===== config.mk =====
export PLATFORM = sky130hd
export DESIGN_NAME = status_pulse_gen
export DESIGN_NICKNAME = d
export VERILOG_FILES = /design/src/rtl/status_pulse_gen.sv
export SDC_FILE = /design/constraint.sdc
export NUM_CORES = 1
export LEC_CHECK = 0
export BUFFER_PORTS_ARGS = -buffer_cell sky130_fd_sc_hd__buf_2
export CELL_PAD_IN_SITES_DETAIL_PLACEMENT = 2
export CELL_PAD_IN_SITES_GLOBAL_PLACEMENT = 2
export CORE_MARGIN = 4
export CORE_UTILIZATION = 35
export DETAILED_ROUTE_END_ITERATION = 8
export HOLD_SLACK_MARGIN = 0.08
export MAX_ROUTING_LAYER = met4
export PLACE_DENSITY = 0.76
export SKIP_LAST_GASP = 1
export SYNTH_ARGS = -nofsm -noshare
export SYNTH_HDL_FRONTEND = slang
export SYNTH_SLANG_ARGS = --single-unit
export TNS_END_PERCENT = 30

===== constraint.sdc =====
create_clock -name clk -period 5 [get_ports clk]
set_clock_uncertainty 0.1 [all_clocks]
set_input_delay 0.25 -clock clk [delete_from_list [all_inputs] [get_ports clk]]
set_output_delay 0.25 -clock clk [all_outputs]
set_load 0.01 [all_outputs]

===== src/rtl/status_pulse_gen.sv =====
`default_nettype none
// ============================================================================
// Module   : status_pulse_gen
// Purpose  : Converts OSD status bits from hps_io into clean, timed control
//            pulses for the core. Each channel synchronises its status bit,
//            detects rising edges, stretches them to a fixed width, enforces a
//            minimum low gap, queues one pending request and ORs in a player
//            button. Channels flagged in LEVEL_MASK pass the synchronised level
//            straight through instead.
// Ports    : clk        - system clock
//            rst_n      - asynchronous active-low reset
//            status_in  - raw status bits, asynchronous to clk
//            button_in  - active-high button levels, synchronous to clk
//            pulse_out  - registered control outputs
//            busy       - channel is pulsing, in its gap, or has a request queued
// Revision : 1.0 - initial release
// ============================================================================
module status_pulse_gen #(
    parameter int                  CHANNELS     = 4,
    parameter int                  PULSE_CYCLES = 50000,
    parameter int                  GAP_CYCLES   = 25000,
    parameter int                  SYNC_STAGES  = 2,
    parameter int                  RETRIGGER    = 0,
    parameter logic [CHANNELS-1:0] LEVEL_MASK   = '0
) (
    input  logic                clk,
    input  logic                rst_n,
    input  logic [CHANNELS-1:0] status_in,
    input  logic [CHANNELS-1:0] button_in,
    output logic [CHANNELS-1:0] pulse_out,
    output logic [CHANNELS-1:0] busy
);

    localparam int CNT_MAX = (PULSE_CYCLES > GAP_CYCLES) ? PULSE_CYCLES : GAP_CYCLES;
    localparam int CNT_W   = $clog2(CNT_MAX + 1);
    localparam logic [CNT_W-1:0] PULSE_LOAD = CNT_W'(PULSE_CYCLES - 1);
    localparam logic [CNT_W-1:0] GAP_LOAD   = CNT_W'((GAP_CYCLES > 0) ? GAP_CYCLES - 1 : 0);

    // The arm counter waits until prev_q holds a value that was sampled after
    // reset release, so a status bit already high at release reads as steady.
    localparam int               ARM_W    = $clog2(SYNC_STAGES + 2);
    localparam logic [ARM_W-1:0] ARM_DONE = ARM_W'(SYNC_STAGES + 1);

    typedef enum logic [1:0] {
        ST_IDLE   = 2'd0,
        ST_ACTIVE = 2'd1,
        ST_GAP    = 2'd2
    } state_t;

    logic [SYNC_STAGES-1:0][CHANNELS-1:0] sync_q;
    logic [CHANNELS-1:0]                  sync_last;
    logic [CHANNELS-1:0]                  prev_q;
    logic [CHANNELS-1:0]                  button_q;
    logic [ARM_W-1:0]                     arm_q;
    logic                                 armed;
    logic [CHANNELS-1:0]                  pulse_q;
    logic [CHANNELS-1:0]                  pulse_d;
    logic [CHANNELS-1:0]                  busy_q;
    logic [CHANNELS-1:0]                  busy_d;

    assign sync_last = sync_q[SYNC_STAGES-1];
    assign armed     = (arm_q == ARM_DONE);

    // ------------------------------------------------------------------------
    // Shared input stage and output registers
    // ------------------------------------------------------------------------
    always_ff @(posedge clk or negedge rst_n) begin
        if (!rst_n) begin
            sync_q   <= '0;
            prev_q   <= '0;
            button_q <= '0;
            arm_q    <= '0;
            pulse_q  <= '0;
            busy_q   <= '0;
        end else begin
            sync_q   <= {sync_q[SYNC_STAGES-2:0], status_in};
            prev_q   <= sync_last;
            button_q <= button_in;
            if (!armed) begin
                arm_q <= arm_q + 1'b1;
            end
            pulse_q  <= pulse_d;
            busy_q   <= busy_d;
        end
    end

    assign pulse_out = pulse_q;
    assign busy      = busy_q;

    // ------------------------------------------------------------------------
    // Per-channel logic
    // ------------------------------------------------------------------------
    for (genvar i = 0; i < CHANNELS; i++) begin : g_ch
        if (LEVEL_MASK[i]) begin : g_level
            // prev_q is the synchronised level delayed one cycle, which gives
            // level channels the same input-to-output latency as pulse channels.
            assign pulse_d[i] = prev_q[i] | button_q[i];
            assign busy_d[i]  = 1'b0;
        end else begin : g_trig
            state_t           state_q;
            state_t           state_d;
            logic [CNT_W-1:0] cnt_q;
            logic [CNT_W-1:0] cnt_d;
            logic             pending_q;
            logic             pending_d;
            logic             trig;

            assign trig = armed & sync_last[i] & ~prev_q[i];

            always_ff @(posedge clk or negedge rst_n) begin
                if (!rst_n) begin
                    state_q   <= ST_IDLE;
                    cnt_q     <= '0;
                    pending_q <= 1'b0;
                end else begin
                    state_q   <= state_d;
                    cnt_q     <= cnt_d;
                    pending_q <= pending_d;
                end
            end

            always_comb begin
                state_d   = state_q;
                cnt_d     = cnt_q;
                pending_d = pending_q;
                unique case (state_q)
                    ST_IDLE: begin
                        if (trig) begin
                            state_d = ST_ACTIVE;
                            cnt_d   = PULSE_LOAD;
                        end
                    end
                    ST_ACTIVE: begin
                        if ((RETRIGGER != 0) && trig) begin
                            cnt_d = PULSE_LOAD;
                        end else begin
                            // A trigger on the terminal cycle is folded into
                            // pending first so it is served without loss.
                            pending_d = pending_q | trig;
                            if (cnt_q == '0) begin
                                if (GAP_CYCLES > 0) begin
                                    state_d = ST_GAP;
                                    cnt_d   = GAP_LOAD;
                                end else if (pending_d) begin
                                    cnt_d     = PULSE_LOAD;
                                    pending_d = 1'b0;
                                end else begin
                                    state_d = ST_IDLE;
                                end
                            end else begin
                                cnt_d = cnt_q - 1'b1;
                            end
                        end
                    end
                    ST_GAP: begin
                        pending_d = pending_q | trig;
                        if (cnt_q == '0) begin
                            if (pending_d) begin
                                state_d   = ST_ACTIVE;
                                cnt_d     = PULSE_LOAD;
                                pending_d = 1'b0;
                            end else begin
                                state_d = ST_IDLE;
                            end
                        end else begin
                            cnt_d = cnt_q - 1'b1;
                        end
                    end
                    default: begin
                        state_d   = ST_IDLE;
                        cnt_d     = '0;
                        pending_d = 1'b0;
                    end
                endcase
            end

            // pending can only be set outside IDLE and is consumed on the way
            // back to ACTIVE, so "not IDLE" already covers a queued request.
            assign pulse_d[i] = (state_q == ST_ACTIVE) | button_q[i];
            assign busy_d[i]  = (state_q != ST_IDLE);
        end
    end

endmodule
`default_nettype wire


==> flow_summary.toml <==
[sta]
finalCriticalPeriod_ns = 3.459
setup_viol = 0
fmax_mhz = 289.1
maxSlewHeadroom_pct = 21.70
rsz0062_at_grt = "false"
finalSetupTns_ns = 0
setup_slack_ns = 1.541
drv_slew = 0
period_share_pct = 69.18
final_hold_viol_count = 0
max_slew.worst_pin.slew_ns = 1.166
holdWs_ns = 0.2529

[cts]
cts.sinks = 102
insertion_delay_ns = 0.36
cts_tree = "built"
clockRootBuffer = "clkbuf_16"
cts.path.max_buffers = 2
clkSlewWorstSetupHoldPaths_ns = 0.08
cts_inserted_buffers = 9
cts_resized = 0
post_cts_buffers = 0
cts-htree-levels = 3

[finish]
diodes = 0
drive_gt1_share_pct = 8.741
fill_cells = 1803
final_cell_area_um2 = 6434
nets = 702
area_growth_pct = 13.06

[global_routing]
gr-total-overflow = 0
grt_usage_pct = 20.52
grt_pass1_wl_um = 29600
antenna_found_initial = 0
grt_pass1_vias = 5705
grt_max_degree = 61

[hold_path]
hold_path_class = "flip-flop to flip-flop"

[yosys]
synthCells = 646
yosysSeqAreaShare_pct = 44.85
ys_types = 60
synthDominantCellAreaShare_pct = 44.85
ys_seq_elements = 102
synth_edf_count = 0
yosys-top-cells-area = "dfrtp_1 45%, o21ai_0 6.0%, nor2_1 5.4%, ha_1 4.8%, a21oi_1 4.6%"
synth_ff_type = "dfrtp_1"
post-synth-top-count-cell = "dfrtp_1"
synthArstFlopShare_pct = 100.0
ys_warn_count = 0
synth_area_um2 = 5690
synth_common_cells = "102 x dfrtp_1, 82 x nor2_1, 68 x o21ai_0"
synth_fp_nets = 678
synth_top_area_cell = "dfrtp_1"
syn_area_per_cell_um2 = 8.809

[drt]
drt_iter0_markers = 284
drcViolationCount = 0
first_pass_iters = 4
vias = 5115
wirelength_um = 17150
via_per_inst = 5.741
routedWlPerCell_um = 19.25
detail-route-antenna-nets = 0

[worst_setup_path]
slowest_delay_ns = 0.77
cp_top_family = "simple AND/OR/NAND/NOR gates"
slowest_stage = "o31ai_2"
required_ns = 5.13
critPathKind = "flip-flop to flip-flop"
path_buf_inv = 2
cp_max_fo = 12
cp-start-kind = "flip-flop"
cp-end-kind = "flip-flop"
arrival_ns = 3.59
path_cells = "inv_1, ha_1, nor3b_1, nand2_1, o31ai_2, buf_4, nor2_1, a21oi_1, o21ai_0"

[placement]
routabilityCongestion = 0.8401
port_buffers = 17
dpl_cell_area_um2 = 6013
dp_slack_ns = 1.593
dp_hpwl_um = 12300

[floorplan]
core_um2 = 15890
die_h_um = 135.5
die_w_um = 135.5
ios = 18
dieArea_um2 = 18360
row_count = 46
start_util_pct = 35.82

[flow_run]
cap_violations = 0

[power]
p_leak_nw = 2.798
p_per_area_nw_per_um2 = 601.8
finalPower_w = 0.003872
vdd_drop_max_v = 0.0001959

[outcome]
status = "finished clean"
cell type report:
| type | count | area, um2 | share of cell area [%] |
|---|---|---|---|
| clock buffer | 9 | 225.2 | 3.501 |
| clock inverter | 7 | 105.1 | 1.634 |
| inverter | 28 | 105.1 | 1.634 |
| multi-input combinational | 499 | 2968 | 46.13 |
| sequential | 102 | 2552 | 39.67 |
| tap | 216 | 270.3 | 4.201 |
| timing repair buffer | 30 | 207.7 | 3.228 |
power by group:
part / switching (W) / internal (W)
Clock: 0.000352 / 0.000447
Combinational: 0.00111 / 0.000634
Sequential: 0.000256 / 0.00107
layout by cell type (no fill, tap or decap), types with 5 or more instances in the layout:
master,n
a21o_1,8
a21oi_1,52
a22o_1,6
a31oi_1,9
and3_1,6
buf_2,16
buf_4,5
clkbuf_16,9
dfrtp_1,102
dlygate4sd3_1,9
ha_1,22
inv_1,28
nand2_1,55
nand2b_1,12
nand3_1,10
nand3b_1,6
nand4b_1,5
nor2_1,82
nor3_1,29
nor3b_1,5
nor4_1,8
o21a_1,5
o21ai_0,68
o22a_1,6
o31ai_1,12
o41ai_1,7
or2_2,10
or3_1,16
registers in the layout (all words and copies together), names as in the netlist:
signal / flops
g_ch.g_trig.cnt_q: 64
g_ch.g_trig.state_q: 8
busy: 4
button_q: 4
g_ch.g_trig.pending_q: 4
prev_q: 4
pulse_out: 4
sync_last: 4
sync_q: 4
arm_q: 2
logic make-up (layout without fill, tap and decap cells):
kind of cell	after synthesis	after routing	synth area share, %
and+or+nand+nor	262	262	23.24
AOI/OAI and AO/OA	207	207	22.65
DFF	102	102	44.85
buffers and inverters	45	74	3.078
adders and majority gates	22	22	4.837
xor gates and xnor gates	5	5	0.7697
muxes	3	3	0.5717
metrics by stage:
step           instances  util, %
3_3_place_gp         866    37.85
5_1_grt              891    40.50
3_5_place_dp         866    37.85
6_report             891    40.50
4_1_cts              891    40.50
2_1_floorplan        646        -
what timing repair did:
action	4_1_cts	5_1_grt
setup endpoints to repair	0	0
hold buffers	9	0
hold endpoints to repair	67	0
worst paths after layout:
path                                                startpoint                                    to  slack (ns)  cells past startpoint
max                        g_ch[3].g_trig.cnt_q[0]$_DFFE_PN0P_  g_ch[3].g_trig.cnt_q[15]$_DFFE_PN0P_        1.54                      9
min                                        sync_q[0]$_DFF_PN0_                sync_last[0]$_DFF_PN0_        0.25                      0
max reg2reg                g_ch[3].g_trig.cnt_q[0]$_DFFE_PN0P_  g_ch[3].g_trig.cnt_q[15]$_DFFE_PN0P_        1.54                      9
min reg2reg                                sync_q[0]$_DFF_PN0_                sync_last[0]$_DFF_PN0_        0.25                      0
max in group asynchronous                                rst_n   g_ch[0].g_trig.cnt_q[7]$_DFFE_PN0P_        3.30                      3
min in group asynchronous                                rst_n  g_ch[1].g_trig.cnt_q[11]$_DFFE_PN0P_        0.41                      2
per-layer routing:
metal / up-vias / global-route usage [%] / wire length, um
met3: 23 / 3.195 / 349
li1: 2397 / - / -
met5: - / - / 0
met2: 59 / 35.20 / 8695
met4: 0 / 5.431 / 272
met1: 2636 / 25.33 / 7837
Note: power is estimated with default switching activity, not from simulation.
